<file path="config.mk">
export PLATFORM = sky130hd
export DESIGN_NAME = rs_seg_addr_seq
export DESIGN_NICKNAME = d
export VERILOG_FILES = /design/src/rtl/rs_seg_addr_seq.sv
export SDC_FILE = /design/constraint.sdc
export NUM_CORES = 1
export LEC_CHECK = 0
export ABC_AREA = 1
export CAP_MARGIN = 30
export CORE_MARGIN = 2
export CORE_UTILIZATION = 35
export DETAILED_ROUTE_END_ITERATION = 8
export SLEW_MARGIN = 10
export SYNTH_ARGS = -nofsm -noshare
export SYNTH_HDL_FRONTEND = slang
export SYNTH_SLANG_ARGS = --single-unit
</file>
<file path="constraint.sdc">
create_clock -name clk -period 3.71 [get_ports clk]
set_input_delay 0.5565 -clock clk [delete_from_list [all_inputs] [get_ports clk]]
set_output_delay 0.5565 -clock clk [all_outputs]
set_load 0.01 [all_outputs]
</file>
<file path="src/rtl/rs_seg_addr_seq.sv">
// Segment address sequencer: expands a segment base address into SEG_LEN
// consecutive symbol addresses with valid/ready on both sides and a one-entry pending slot.
module rs_seg_addr_seq #(
    parameter int unsigned SEG_LEN = 32,
    parameter int unsigned ADDR_W  = 16,
    parameter int unsigned CNT_W   = 10
) (
    input  logic              clk,
    input  logic              reset_n,
    input  logic [ADDR_W-1:0] base_addr,
    input  logic              base_valid,
    output logic              base_ready,
    output logic [ADDR_W-1:0] rd_addr,
    output logic              rd_valid,
    input  logic              rd_ready,
    output logic              rd_last,
    output logic              busy,
    output logic [CNT_W-1:0]  seg_count,
    output logic              align_err
);

    localparam int unsigned OFF_W = $clog2(SEG_LEN);
    localparam logic [OFF_W-1:0] OFF_LAST = OFF_W'(SEG_LEN - 1);

    typedef enum logic {
        IDLE,
        RUN
    } state_t;

    state_t              state_q, state_d;
    logic [ADDR_W-1:0]   active_q, active_d;
    logic [OFF_W-1:0]    off_q, off_d;
    logic [ADDR_W-1:0]   pend_q, pend_d;
    logic                pend_valid_q, pend_valid_d;
    logic [CNT_W-1:0]    seg_count_q, seg_count_d;
    logic                align_err_q, align_err_d;
    logic [ADDR_W-1:0]   rd_addr_q, rd_addr_d;
    logic                rd_valid_q, rd_valid_d;
    logic                rd_last_q, rd_last_d;

    logic base_xfer;
    logic beat;
    logic misaligned;

    assign base_ready = !pend_valid_q;
    assign base_xfer  = base_valid && base_ready;
    assign beat       = rd_valid_q && rd_ready;
    assign misaligned = (base_addr[OFF_W-1:0] != '0);

    always_comb begin
        state_d      = state_q;
        active_d     = active_q;
        off_d        = off_q;
        pend_d       = pend_q;
        pend_valid_d = pend_valid_q;
        seg_count_d  = seg_count_q;
        align_err_d  = align_err_q || (base_xfer && misaligned);

        case (state_q)
            IDLE: begin
                if (base_xfer) begin
                    active_d = base_addr;
                    off_d    = '0;
                    state_d  = RUN;
                end
            end
            RUN: begin
                if (beat && (off_q == OFF_LAST)) begin
                    seg_count_d = seg_count_q + CNT_W'(1);
                    // Pending base first; otherwise a base arriving now starts with no bubble
                    if (pend_valid_q) begin
                        active_d     = pend_q;
                        off_d        = '0;
                        pend_valid_d = 1'b0;
                    end else if (base_xfer) begin
                        active_d = base_addr;
                        off_d    = '0;
                    end else begin
                        state_d = IDLE;
                    end
                end else begin
                    if (beat) begin
                        off_d = off_q + OFF_W'(1);
                    end
                    if (base_xfer) begin
                        pend_d       = base_addr;
                        pend_valid_d = 1'b1;
                    end
                end
            end
            default: state_d = IDLE;
        endcase

        // Outputs are registered from next-state so a stall leaves them untouched
        rd_addr_d  = active_d + ADDR_W'(off_d);
        rd_valid_d = (state_d == RUN);
        rd_last_d  = rd_valid_d && (off_d == OFF_LAST);
    end

    always_ff @(posedge clk or negedge reset_n) begin
        if (!reset_n) begin
            state_q      <= IDLE;
            active_q     <= '0;
            off_q        <= '0;
            pend_q       <= '0;
            pend_valid_q <= 1'b0;
            seg_count_q  <= '0;
            align_err_q  <= 1'b0;
            rd_addr_q    <= '0;
            rd_valid_q   <= 1'b0;
            rd_last_q    <= 1'b0;
        end else begin
            state_q      <= state_d;
            active_q     <= active_d;
            off_q        <= off_d;
            pend_q       <= pend_d;
            pend_valid_q <= pend_valid_d;
            seg_count_q  <= seg_count_d;
            align_err_q  <= align_err_d;
            rd_addr_q    <= rd_addr_d;
            rd_valid_q   <= rd_valid_d;
            rd_last_q    <= rd_last_d;
        end
    end

    assign rd_addr   = rd_addr_q;
    assign rd_valid  = rd_valid_q;
    assign rd_last   = rd_last_q;
    assign busy      = (state_q == RUN) || pend_valid_q;
    assign seg_count = seg_count_q;
    assign align_err = align_err_q;

endmodule
</file>
==> results of run 1 <==
[kinds of logic (layout without fill, tap and decap cells)]
family                   count (synthesis)  in the layout
buffers and inverters                   59            125
XOR/XNOR                                19             19
multiplexers                             8              8
adder cells (fa/ha/maj)                  9              9
flip-flops                              67             67
AND/OR/NAND/NOR                        171            171
AO/OA/AOI/OAI                           38             38
[worst min path at each step]
stage	cells past startpoint	start	to	slack, ns
floorplan	0	reset_n	active_q[0]$_DFF_PN0_	0.26
global placement	1	align_err$_DFF_PN0_	align_err$_DFF_PN0_	0.46
detailed placement	1	seg_count[9]$_DFFE_PN0P_	seg_count[9]$_DFFE_PN0P_	0.47
CTS	1	reset_n	pend_q[1]$_DFFE_PN0P_	0.37
global route	1	reset_n	pend_q[3]$_DFFE_PN0P_	0.02
finish	1	reset_n	pend_q[3]$_DFFE_PN0P_	0.03
[state kept, by name, indices dropped and copies added (netlist names)]
name,cells
rd_addr,16
rd_valid,1
off_q,5
seg_count,10
pend_valid_q,1
pend_q,16
rd_last,1
align_err,1
active_q,16
[power groups by stage]
stage	Sequential [mW]	Combinational [mW]	Clock (mW)
4_1_cts	1.19	1.72	0.693
3_3_place_gp	1.19	1.69	0
3_5_place_dp	1.21	1.71	0
2_1_floorplan	1.22	1.15	0
6_report	1.19	1.71	0.678
5_1_grt	1.23	1.94	0.732
[what timing repair did]
| item | in CTS | in global routing |
|---|---|---|
| hold buffers | 0 | 0 |
| endpoints found under the setup margin | 0 | 2 |
| setup buffers | 0 | 0 |
| resized for setup | 0 | 2 |
[synthesized netlist by cell type]
cell | n | share of area, %
nand2_1 | 91 | 10
dfrtp_1 | 67 | 50
inv_1 | 52 | 5.9
nor2_1 | 30 | 3.4
o21ai_0 | 17 | 2.6
nand3_1 | 14 | 2.1
xor2_1 | 12 | 3.2
ha_1 | 8 | 3.0
nand4_1 | 8 | 1.5
nor2_4 | 8 | 2.7
mux2_2 | 7 | 2.4
nand2_2 | 7 | 1.3
nor2_2 | 7 | 1.3
xnor2_1 | 7 | 1.8
a21oi_1 | 6 | 0.90
o22ai_1 | 6 | 1.1
buf_6 | 3 | 1.0
a21o_1 | 2 | 0.45
a21oi_2 | 2 | 0.53
a31oi_1 | 2 | 0.38
clkbuf_1 | 2 | 0.23
nand2_4 | 2 | 0.68
nor3_1 | 2 | 0.30
a211o_1 | 1 | 0.26
a21boi_1 | 1 | 0.23
a221oi_1 | 1 | 0.26
and2_4 | 1 | 0.26
buf_2 | 1 | 0.15
fa_1 | 1 | 0.60
inv_2 | 1 | 0.11
mux2i_1 | 1 | 0.30
nand3_2 | 1 | 0.30
[metal layers]
| metal | GRT usage, % | vias to the layer above | routed length (um) |
|---|---|---|---|
| met3 | 3.73 | 20 | 288 |
| li1 | - | 1291 | - |
| met1 | 21.1 | 1195 | 3480 |
| met4 | 8.63 | 0 | 236 |
| met2 | 26.5 | 66 | 3540 |
| met5 | 0 | - | 0 |
[cell type report]
type,instances,area (sq um),area share [%]
well taps,129,161,3.83
inverters,53,199,4.72
clock inverters,4,73.8,1.75
clock buffers,12,145,3.44
multi-input cells,245,1410,33.4
repair buffers,56,553,13.1
flip-flops and latches,67,1680,39.8
==> impl_metrics.yaml, run 1 <==
clocking:
  cts_buffer_depth: 2
  cts_tree: "built"
  root_buffer: "clkbuf_8"
  h-tree-depth: 3
  tritoncts.num_buffers: 9
  clk_latency_ns: 0.35
  cts_sinks: 67
  clkSlewWorstSetupHoldPaths_ns: 0.07
worst_setup_path:
  path_cells: "ha_1 > inv_1 > nor3_1 > ha_1 > nand3_2 > nand2_4 > nand2_1 > o22ai_1 > nor2_1 > ha_1 > fa_1 > nand3_1 > nand2_1 > a21o_1 > nand2_1 > nor2_4 > xor2_1"
  r2r_slack_ns: 0.39
  end_kind: "register"
  slowest_stage: "dfrtp_1"
  crit_cells: 17
  crit_start: "off_q[1]$_DFF_PN0_"
  required_ns: 3.94
  worstPathArrival_ns: 3.55
  crit_type: "register to register"
  r2r_cells: 17
  cp_slowest_stage_delay_ns: 0.43
  cp.buffers_inverters: 1
  worstPathMaxFanout: 8
  cp-endpoint: "rd_addr[8]$_DFF_PN0_"
  worstSetupStartpointType: "register"
  cp_top_family: "adder cells"
  reg2reg_from: "off_q[1]$_DFF_PN0_"
  r2r_end: "rd_addr[8]$_DFF_PN0_"
die:
  fp.dieW_um: 101
  dieArea_sq_um: 10300
  fp.dieH_um: 101
  start_util_pct: 36.0
  core_sq_um: 9240
  rows: 35
  io_pins: 51
cells_and_area:
  diodes: 0
  drive_gt1_share_pct: 13.3
  layout_commonest_cell: "nand2_1"
  layout_common_cells: "90 x nand2_1, 67 x dfrtp_1, 52 x inv_1"
  finalNonFillerCells: 566
  fillers: 914
  fin_nets: 461
  syn_to_final_growth_pct: 26.9
  final_area_sq_um: 4220
  utilization_pct: 45.6
pwr:
  clockPowerShare_pct: 18.9
  ir_worst_vdd_uv: 311
  finalPower_mw: 3.58
  switching_share_pct: 38.9
  p_leak_nw: 2.11
  power_switching_mw: 1.39
  p_seq_share_pct: 33.3
  internal_power_mw: 2.19
  power_density_nw_per_um2: 849
  combinationalPowerShare_pct: 47.8
placed_design:
  placed_area_sq_um: 3970
  dpl_worst_slack_ns: 0.205
  dpl.hpwl_mm: 5.56
  dp.cells: 549
  place.gp.congestion: 0.861
  io_buffer_count: 50
timing:
  drv_slew: 0
  skew_ns: 0.00750
  setup_slack_ns: 0.386
  setup_tns_ns: 0
  min_period_ns: 3.32
  period_share_pct: 89.6
  final-setup-viol-count: 0
  hold_slack_ns: 0.0284
  worstMarginPinSlew_ns: 0.581
  finalHoldViolCount: 0
  slew_headroom_pct: 60.8
  fmax_mhz: 301
  grt_setup_unrepaired: "false"
synth:
  avgSynthCellArea_sq_um: 8.96
  synthAdderAreaFrac_pct: 3.61
  synth_compound_area_share_pct: 6.70
  synth-xor-area-share_pct: 5.01
  synth_top_family_by_area: "simple AND/OR/NAND/NOR gates"
  syn_inst: 371
  yosys_warnings: 0
  synth.cell_area_sq_um: 3320
  synth_seq_area_share_pct: 50.5
  ys_seq_elements: 67
  ys_types: 32
  synthesis.nets: 400
  muxShareOfSynthArea_pct: 2.67
  yosys.area_share.simple_pct: 24.2
drt:
  routed_wl_mm: 7.54
  first_iter_violations: 70
  vias_per_cell: 4.54
  vias: 2572
  drc_errors: 0
  ant_nets: 0
  wl_per_cell_um: 13.3
  dr.pass1.iters: 4
global_routing:
  antenna_found_initial: 0
  track_usage_pct: 16.6
  grt_pass1_wl_mm: 12.9
  grt_overflow: 0
  grt_max_degree: 40
  grt_pass1_vias: 2703
run_status:
  status: "completed"
worst_hold_path:
  hp-class: "input port to async pin"
job:
  maxCapViolCount: 0
No activity file was read; power rests on OpenSTA's default activity.
==> run 2, diff against run 1 <==
GPL_TIMING_DRIVEN = 0   (was unset)
==> run 2 against run 1 <==
  * Worst setup slack lost 0.13 ns
  * Register-to-register slack lost 0.13 ns
  * Global-route usage shrank 1.2 points
  * Utilization shrank 0.081 points
  * Die area is the same
  * Via count shrank 1.1%
  * Clock-buffer cell count shrank 3
  * Clock power shrank 11%
  * Combinational power is essentially flat
  * Sequential share of layout area grew 0.071 points
  * Critical path type unchanged
==> impl_metrics.yaml, run 2 (same netlist as run 1, synthesis figures left out) <==
clocking:
  cts_buffer_depth: 2
  root_buffer: "clkbuf_8"
  clkSlewWorstSetupHoldPaths_ns: 0.08
  hold_buffers: 0
  tritoncts.num_buffers: 9
  clk_latency_ns: 0.36
  h-tree-depth: 3
  cts_tree: "built"
  cts_sinks: 67
cells_and_area:
  diodes: 0
  syn_to_final_growth_pct: 26.7
  seqCellArea_sq_um: 1680
  drive_gt1_share_pct: 13.7
  fillers: 887
  layout_common_cells: "91 x nand2_1, 67 x dfrtp_1, 52 x inv_1"
  layout_commonest_cell: "nand2_1"
  multi_input_comb_area_sq_um: 1420
  utilization_pct: 45.6
  fin_nets: 462
die:
  fp.dieW_um: 101
  rows: 35
  core_sq_um: 9240
  fp.dieH_um: 101
  io_pins: 51
  dieArea_sq_um: 10300
  start_util_pct: 36.0
placed_design:
  dpl.hpwl_mm: 5.35
  place.gp.congestion: 0.840
  io_buffer_count: 50
  dpl_worst_slack_ns: 0.184
worst_setup_path:
  path_cells: "ha_1 > inv_1 > nor3_1 > ha_1 > inv_1 > nor2_1 > nand2_1 > o22ai_1 > nor2_1 > ha_1 > fa_1 > nand3_1 > nand2_1 > a21o_1 > nand2_1 > nor2_4 > xor2_1"
  crit_type: "register to register"
  cp_slowest_stage_delay_ns: 0.42
  r2r_cells: 17
  required_ns: 3.95
  worstPathMaxFanout: 6
  crit_start: "off_q[1]$_DFF_PN0_"
  worstSetupStartpointType: "register"
  r2r_end: "rd_addr[8]$_DFF_PN0_"
  reg2reg_from: "off_q[1]$_DFF_PN0_"
  slowest_stage: "dfrtp_1"
  end_kind: "register"
  cp.buffers_inverters: 2
  crit_cells: 17
  cp_top_family: "simple AND/OR/NAND/NOR gates"
  worstPathArrival_ns: 3.69
  cp-endpoint: "rd_addr[8]$_DFF_PN0_"
  r2r_slack_ns: 0.26
global_routing:
  antenna_found_initial: 0
  grt_pass1_vias: 2553
  grt_pass1_wl_mm: 12.1
  track_usage_pct: 15.4
  grt_overflow: 0
  grt_max_degree: 41
pwr:
  p_leak_nw: 2.10
  power_density_nw_per_um2: 823
  ir_worst_vdd_uv: 246
timing:
  slew_headroom_pct: 64.8
  drv_slew: 0
  fmax_mhz: 290
  worstMarginPinSlew_ns: 0.523
  final-setup-viol-count: 0
  finalHoldViolCount: 0
  skew_ns: 0.0131
  min_period_ns: 3.45
  setup_slack_ns: 0.261
  period_share_pct: 93.0
drt:
  first_iter_violations: 81
  routed_wl_mm: 7.23
  dr.pass1.iters: 5
  vias: 2543
  drc_errors: 0
  ant_nets: 0
  vias_per_cell: 4.49
  wl_per_cell_um: 12.7
job:
  maxCapViolCount: 0
run_status:
  status: "completed"
worst_hold_path:
  hp-class: "input port to async pin"
## run 2: power breakdown
part	total [mW]	switching, mW	internal, mW
Clock	0.603	0.296	0.307
Combinational	1.68	0.942	0.735
Sequential	1.19	0.135	1.05
## run 2: what timing repair did
action / 4_1_cts / 5_1_grt
resized for setup: 0 / 3
endpoints found under the hold margin: 0 / 0
setup buffers: 0 / 0
endpoints found under the setup margin: 0 / 7
## run 2: final cells by class
type                       instances  share of cell area (%)
buffer                             6                    1.10
multi-input combinational        245                    33.6
timing repair buffer              51                    12.3
sequential                        67                    39.8
clock buffer                       9                    2.94
tap                              129                    3.83
clock inverter                     7                    1.63
inverter                          53                    4.73
## run 2: per-stage QoR
step	area, sq um	power [mW]	std cells	TNS [ns]	hold WS [ns]
after floorplan	3320	2.37	371	0	0.261
after global placement	3990	2.84	550	-16.53	0.464
after detailed placement	4000	2.88	551	0	0.467
after CTS	4200	3.49	567	0	0.121
after global routing	4210	3.77	567	-0.0238	0.137
final	4210	3.47	567	0	0.112
## run 2: routing by layer
| layer | share of wire, % | GRT usage, % | up-vias |
|---|---|---|---|
| li1 | - | - | 1295 |
| met5 | 0 | 0 | - |
| met2 | 49 | 26.1 | 44 |
| met3 | 3.3 | 3.59 | 12 |
| met4 | 1.9 | 7.17 | 0 |
| met1 | 46 | 18.4 | 1192 |
## run 2: worst min path at each step
| stage | depth (start not counted) | to | slack (ns) |
|---|---|---|---|
| after floorplan | 0 | active_q[0]$_DFF_PN0_ | 0.26 |
| after global placement | 1 | seg_count[9]$_DFFE_PN0P_ | 0.46 |
| after detailed placement | 1 | seg_count[9]$_DFFE_PN0P_ | 0.47 |
| after CTS | 1 | active_q[12]$_DFF_PN0_ | 0.12 |
| after global routing | 1 | active_q[12]$_DFF_PN0_ | 0.14 |
| final | 1 | active_q[12]$_DFF_PN0_ | 0.11 |
==> run 3, diff against run 2 <==
CAP_MARGIN = 5   (was 30)
==> results of run 3 <==
The final DEF is identical to that of run 2; final timing and power are the same.
